--- src/rtl/control_seq.sv ---
// Multi-cycle CPU control sequencer: walks each instruction through fetch, register load,
// execute, register store and next-PC, with memory timeout, multi-cycle ALU, HALT and traps.
module control_seq #(
  parameter int unsigned OPW        = 4,
  parameter int unsigned ALU_CYCLES = 1,
  parameter int unsigned TIMEOUT    = 16,
  parameter int unsigned TW         = 5,
  parameter int unsigned CNT_W      = 16,
  parameter int unsigned OP_LOAD    = 0,
  parameter int unsigned OP_STORE   = 1,
  parameter int unsigned OP_LOADLO  = 2,
  parameter int unsigned OP_LOADHI  = 3,
  parameter int unsigned OP_IN      = 4,
  parameter int unsigned OP_OUT     = 5,
  parameter int unsigned OP_JMP     = 6,
  parameter int unsigned OP_BR      = 7,
  parameter int unsigned OP_HALT    = 15
) (
  input  logic             clk,
  input  logic             rst_n,
  input  logic [OPW-1:0]   opcode,
  input  logic             isaluop,
  input  logic             mem_ready,
  input  logic             resume,
  output logic             do_fetch,
  output logic             do_regload,
  output logic             do_aluop,
  output logic             do_load,
  output logic             do_store,
  output logic             do_regstore,
  output logic             do_next,
  output logic             mem_req,
  output logic             halted,
  output logic             error,
  output logic [1:0]       err_code,
  output logic [3:0]       state,
  output logic [CNT_W-1:0] retired
);

  localparam int unsigned AW = (ALU_CYCLES > 1) ? $clog2(ALU_CYCLES) : 1;

  typedef enum logic [3:0] {
    ST_FETCH    = 4'd0,
    ST_REGLOAD  = 4'd1,
    ST_ALUOP    = 4'd2,
    ST_REGSTORE = 4'd3,
    ST_LOAD     = 4'd4,
    ST_STORE    = 4'd5,
    ST_NEXT     = 4'd6,
    ST_HALT     = 4'd7,
    ST_ERROR    = 4'd8
  } state_t;

  state_t           cur_st, st_nxt;
  logic [TW-1:0]    wait_cnt, wait_nxt;
  logic [AW-1:0]    alu_cnt, alu_nxt;
  logic [1:0]       err_q, err_nxt;
  logic [CNT_W-1:0] ret_q, ret_nxt;

  // State and bookkeeping registers
  always_ff @(posedge clk or negedge rst_n) begin
    if (!rst_n) begin
      cur_st   <= ST_FETCH;
      wait_cnt <= '0;
      alu_cnt  <= '0;
      err_q    <= 2'd0;
      ret_q    <= '0;
    end else begin
      cur_st   <= st_nxt;
      wait_cnt <= wait_nxt;
      alu_cnt  <= alu_nxt;
      err_q    <= err_nxt;
      ret_q    <= ret_nxt;
    end
  end

  // Next-state and counter updates
  always_comb begin
    st_nxt   = cur_st;
    wait_nxt = wait_cnt;
    alu_nxt  = alu_cnt;
    err_nxt  = err_q;
    ret_nxt  = ret_q;
    case (cur_st)
      ST_FETCH, ST_LOAD, ST_STORE: begin
        if (mem_ready) begin
          wait_nxt = '0;
          if (cur_st == ST_FETCH)     st_nxt = ST_REGLOAD;
          else if (cur_st == ST_LOAD) st_nxt = ST_REGSTORE;
          else                        st_nxt = ST_NEXT;
        end else if ((TIMEOUT != 0) && (wait_cnt == TW'(TIMEOUT - 1))) begin
          st_nxt  = ST_ERROR;
          err_nxt = 2'd2;
        end else begin
          wait_nxt = wait_cnt + TW'(1);
        end
      end
      ST_REGLOAD: begin
        // isaluop takes priority over the opcode field
        if (isaluop)
          st_nxt = ST_ALUOP;
        else if (opcode == OPW'(OP_LOAD) || opcode == OPW'(OP_IN))
          st_nxt = ST_LOAD;
        else if (opcode == OPW'(OP_STORE) || opcode == OPW'(OP_OUT))
          st_nxt = ST_STORE;
        else if (opcode == OPW'(OP_LOADLO) || opcode == OPW'(OP_LOADHI))
          st_nxt = ST_REGSTORE;
        else if (opcode == OPW'(OP_JMP) || opcode == OPW'(OP_BR))
          st_nxt = ST_NEXT;
        else if (opcode == OPW'(OP_HALT))
          st_nxt = ST_HALT;
        else begin
          st_nxt  = ST_ERROR;
          err_nxt = 2'd1;
        end
      end
      ST_ALUOP: begin
        if (alu_cnt == AW'(ALU_CYCLES - 1)) begin
          alu_nxt = '0;
          st_nxt  = ST_REGSTORE;
        end else begin
          alu_nxt = alu_cnt + AW'(1);
        end
      end
      ST_REGSTORE: st_nxt = ST_NEXT;
      ST_NEXT: begin
        st_nxt  = ST_FETCH;
        ret_nxt = ret_q + CNT_W'(1);
      end
      ST_HALT:  if (resume) st_nxt = ST_NEXT;
      ST_ERROR: st_nxt = ST_ERROR;
      default:  st_nxt = ST_ERROR;
    endcase
  end

  assign do_fetch    = (cur_st == ST_FETCH);
  assign do_regload  = (cur_st == ST_REGLOAD);
  assign do_aluop    = (cur_st == ST_ALUOP);
  assign do_load     = (cur_st == ST_LOAD);
  assign do_store    = (cur_st == ST_STORE);
  assign do_regstore = (cur_st == ST_REGSTORE);
  assign do_next     = (cur_st == ST_NEXT);
  assign mem_req     = do_fetch | do_load | do_store;
  assign halted      = (cur_st == ST_HALT);
  assign error       = (cur_st == ST_ERROR);
  assign err_code    = err_q;
  assign state       = cur_st;
  assign retired     = ret_q;

endmodule
--- config.mk ---
export PLATFORM = sky130hd
export DESIGN_NAME = control_seq
export DESIGN_NICKNAME = d
export VERILOG_FILES = /design/src/rtl/control_seq.sv
export SDC_FILE = /design/constraint.sdc
export NUM_CORES = 1
export LEC_CHECK = 0
export CORE_MARGIN = 4
export CORE_UTILIZATION = 47
export DETAILED_ROUTE_END_ITERATION = 12
export PLACE_DENSITY = 0.81
export SLEW_MARGIN = 5
export SYNTH_ARGS = -nofsm -noshare
export SYNTH_HDL_FRONTEND = slang
export SYNTH_SLANG_ARGS = --single-unit
--- constraint.sdc ---
create_clock -name clk -period 2.1 [get_ports clk]
set_input_delay 0.42 -clock clk [delete_from_list [all_inputs] [get_ports clk]]
set_output_delay 0.42 -clock clk [all_outputs]
set_load 0.005 [all_outputs]
==> impl_metrics.toml <==
[timing]
finalClockSkew_ps = 10.21
fin_setup_tns_ps = 0
tightestPinTransition_ps = 433.3
relSlewSlack_pct = 70.87
fin_ws_ps = 60.65
timing.fmax_ghz = 0.4904
period_needed_ps = 2039
hold_ws_ps = 433.5
report.final.setup_viol = 0
final-hold-violation-count = 0
slew_violations = 0
period_share_pct = 97.11

[cells_and_area]
layout.nets = 225
fillCellCount = 225
drive_above_1_share_pct = 17.92
area_growth_pct = 45.01
final_core_util_pct = 70.29
antennaDiodeCount = 0

[route]
vias_per_cell = 5.445
drc = 0
drtPass1Iterations = 4
drtIter0Drc = 50
avgRoutedWirePerCell_um = 15.11
routed_wirelength_um = 3869
detail-route-antenna-nets = 0
vias = 1394

[synthesis]
synth-async-reset-ratio_pct = 100.0
syn_inst = 151
yosysMostFrequentCell = "dfrtp_1"
netlist_area_um2 = 1468
synthTopCellsByArea = "dfrtp_1, xnor2_1, nand2_1"
synth.distinct_cells = 43
ys_top_cells_by_count = "dfrtp_1, nand2_1, xnor2_1"
ys_warn_count = 0
synth-edff-count = 0
ys_ff_latch = 27
syn-mean-instance-area_um2 = 9.720
yosys_most_used_dff = "dfrtp_1"
yosysTopAreaCellShare_pct = 46.04
synthesis.nets = 163
synth-seq-area-share_pct = 46.04
synth_top_area_cell = "dfrtp_1"

[cts]
clk_path_buf_depth = 2
holdBufCountCts = 0
cts_buffers = 3
cts.sinks = 27
cts_tree = "done"
insertion_delay_ps = 340
clkTransAtPathRegs_ps = 150
htreeDepth = 1
cts_root_buf = "clkbuf_4"

[placed_design]
routabilityCongestion = 0.7988
dp_hpwl_um = 2633
dp_slack_ps = 100.2
portBuffers = 40

[global_routing]
grt_remaining_overflow = 0
grt_pass1_vias = 1377
grt_pass1_wl_um = 6617
grt_max_degree = 28
grt.busiest_layer = "met2"
use_met2_pct = 34.32
grtUsageMet1_pct = 25.96
use_met3_pct = 2.636
antenna_found_initial = 0
track_usage_pct = 20.20

[pwr]
peakVddDrop_v = 0.0004201
power_mw = 1.428
leakagePower_nw = 0.9734
power_density_nw_per_um2 = 671.0

[die]
die_w_um = 63.88
fp.dieArea_um2 = 4081
num_io_pins = 41
rows = 20
coreArea_um2 = 3028
die_y_um = 63.88
initial_core_util_pct = 48.47

[worst_setup_path]
reg2reg_depth = 7
crit_type = "reg2out"
reg2reg_slack_ps = 110
cp_cell_sequence = "buf_4, or4b_4, inv_4, buf_2"
start_kind = "flop"
rr_startpoint = "wait_cnt[0]"
required_ps = 1680
critical_path_arrival_ps = 1620
cpMaxStageDelayCell = "or4b_4"
crit_fanout = 4
endpoint_kind = "output port"
critPathLaunch = "state[2]"
cpPeakStageDelay_ps = 540
r2r-end = "wait_cnt[3]"

[outcome]
outcome = "finished clean"

[hold_path]
min_path_type = "in2async"

[flow_run]
cap_violations = 0
==> timing repair <==
item,4_1_cts,5_1_grt
setup buffers,4,2
gates resized for setup,23,3
pin swaps,1,1
endpoints found under the setup margin,10,4
endpoints found under the hold margin,0,0
==> per-stage QoR <==
stage | area (um2) | std cells
after CTS | 2103 | 254
after global placement | 2009 | 246
final | 2128 | 256
after floorplan | 1468 | 151
after global routing | 2128 | 256
after detailed placement | 2009 | 246
==> sequential cells by signal, indices dropped and copies added, names as in the netlist <==
signal / count
state: 4
retired: 16
err_code: 2
wait_cnt: 5
==> critical path, delay by kind of cell (launching register included) <==
kind                   cells  cell delay, ps
buffers and inverters      3             330
and+or+nand+nor            1             540
DFF                        1             420
==> placed cells by master, fill, tap and decap left out, types with 3 or more instances in the layout <==
cell / count
inv_1: 4
nand3_1: 5
nor2_1: 8
a21oi_1: 5
nand2_1: 16
o21ai_0: 8
dlygate4sd2_1: 8
clkbuf_4: 3
nor4_1: 4
xor2_1: 5
nor2b_1: 4
buf_4: 20
nand4_1: 4
nor3_1: 6
xnor2_1: 10
buf_6: 3
dfrtp_1: 26
clkdlybuf4s50_1: 30
ha_1: 3
==> report_power, final <==
group | switching, mW | leakage [nW] | total [mW] | internal [mW]
logic | 0.228 | 0.602 | 0.521 | 0.294
clock network | 0.164 | 0.0150 | 0.238 | 0.0747
registers | 0.0740 | 0.357 | 0.669 | 0.595
==> metal layers <==
layer	routed length, um	part of all wire, %
met1	1736	45
met2	1948	50
met3	136	3.5
met4	48	1.2
met5	0	0
==> final cells by class <==
type                    count  area (um2)  share of cell area (%)
multi-input cells         112       773.2                   36.33
flip-flops and latches     27       676.9                   31.80
repair buffers             63       571.8                   26.87
well taps                  44       55.05                   2.587
clock buffers               4       26.28                   1.235
inverters                   6       25.02                   1.176
==> worst max-delay path by stage <==
| stage | end | slack (ps) | depth (start not counted) |
|---|---|---|---|
| 6_report | do_regload | 60 | 4 |
| 5_1_grt | wait_cnt[3] | -20 | 7 |
| 4_1_cts | halted | 5 | 4 |
| 3_5_place_dp | state[3] | 100 | 5 |
| 3_3_place_gp | state[3] | 150 | 5 |
| 2_1_floorplan | state[3] | 170 | 8 |
==> cell families after synthesis <==
family / after synthesis / share of synthesized area [%]
AND/OR/NAND/NOR: 67 / 25.66
flip-flops: 27 / 46.04
AO/OA/AOI/OAI: 26 / 11.68
XOR/XNOR: 15 / 8.951
buffers and inverters: 12 / 4.347
adder cells (fa/ha/maj): 3 / 2.558
multiplexers: 1 / 0.7672
No activity file was read; power rests on OpenSTA's default activity.
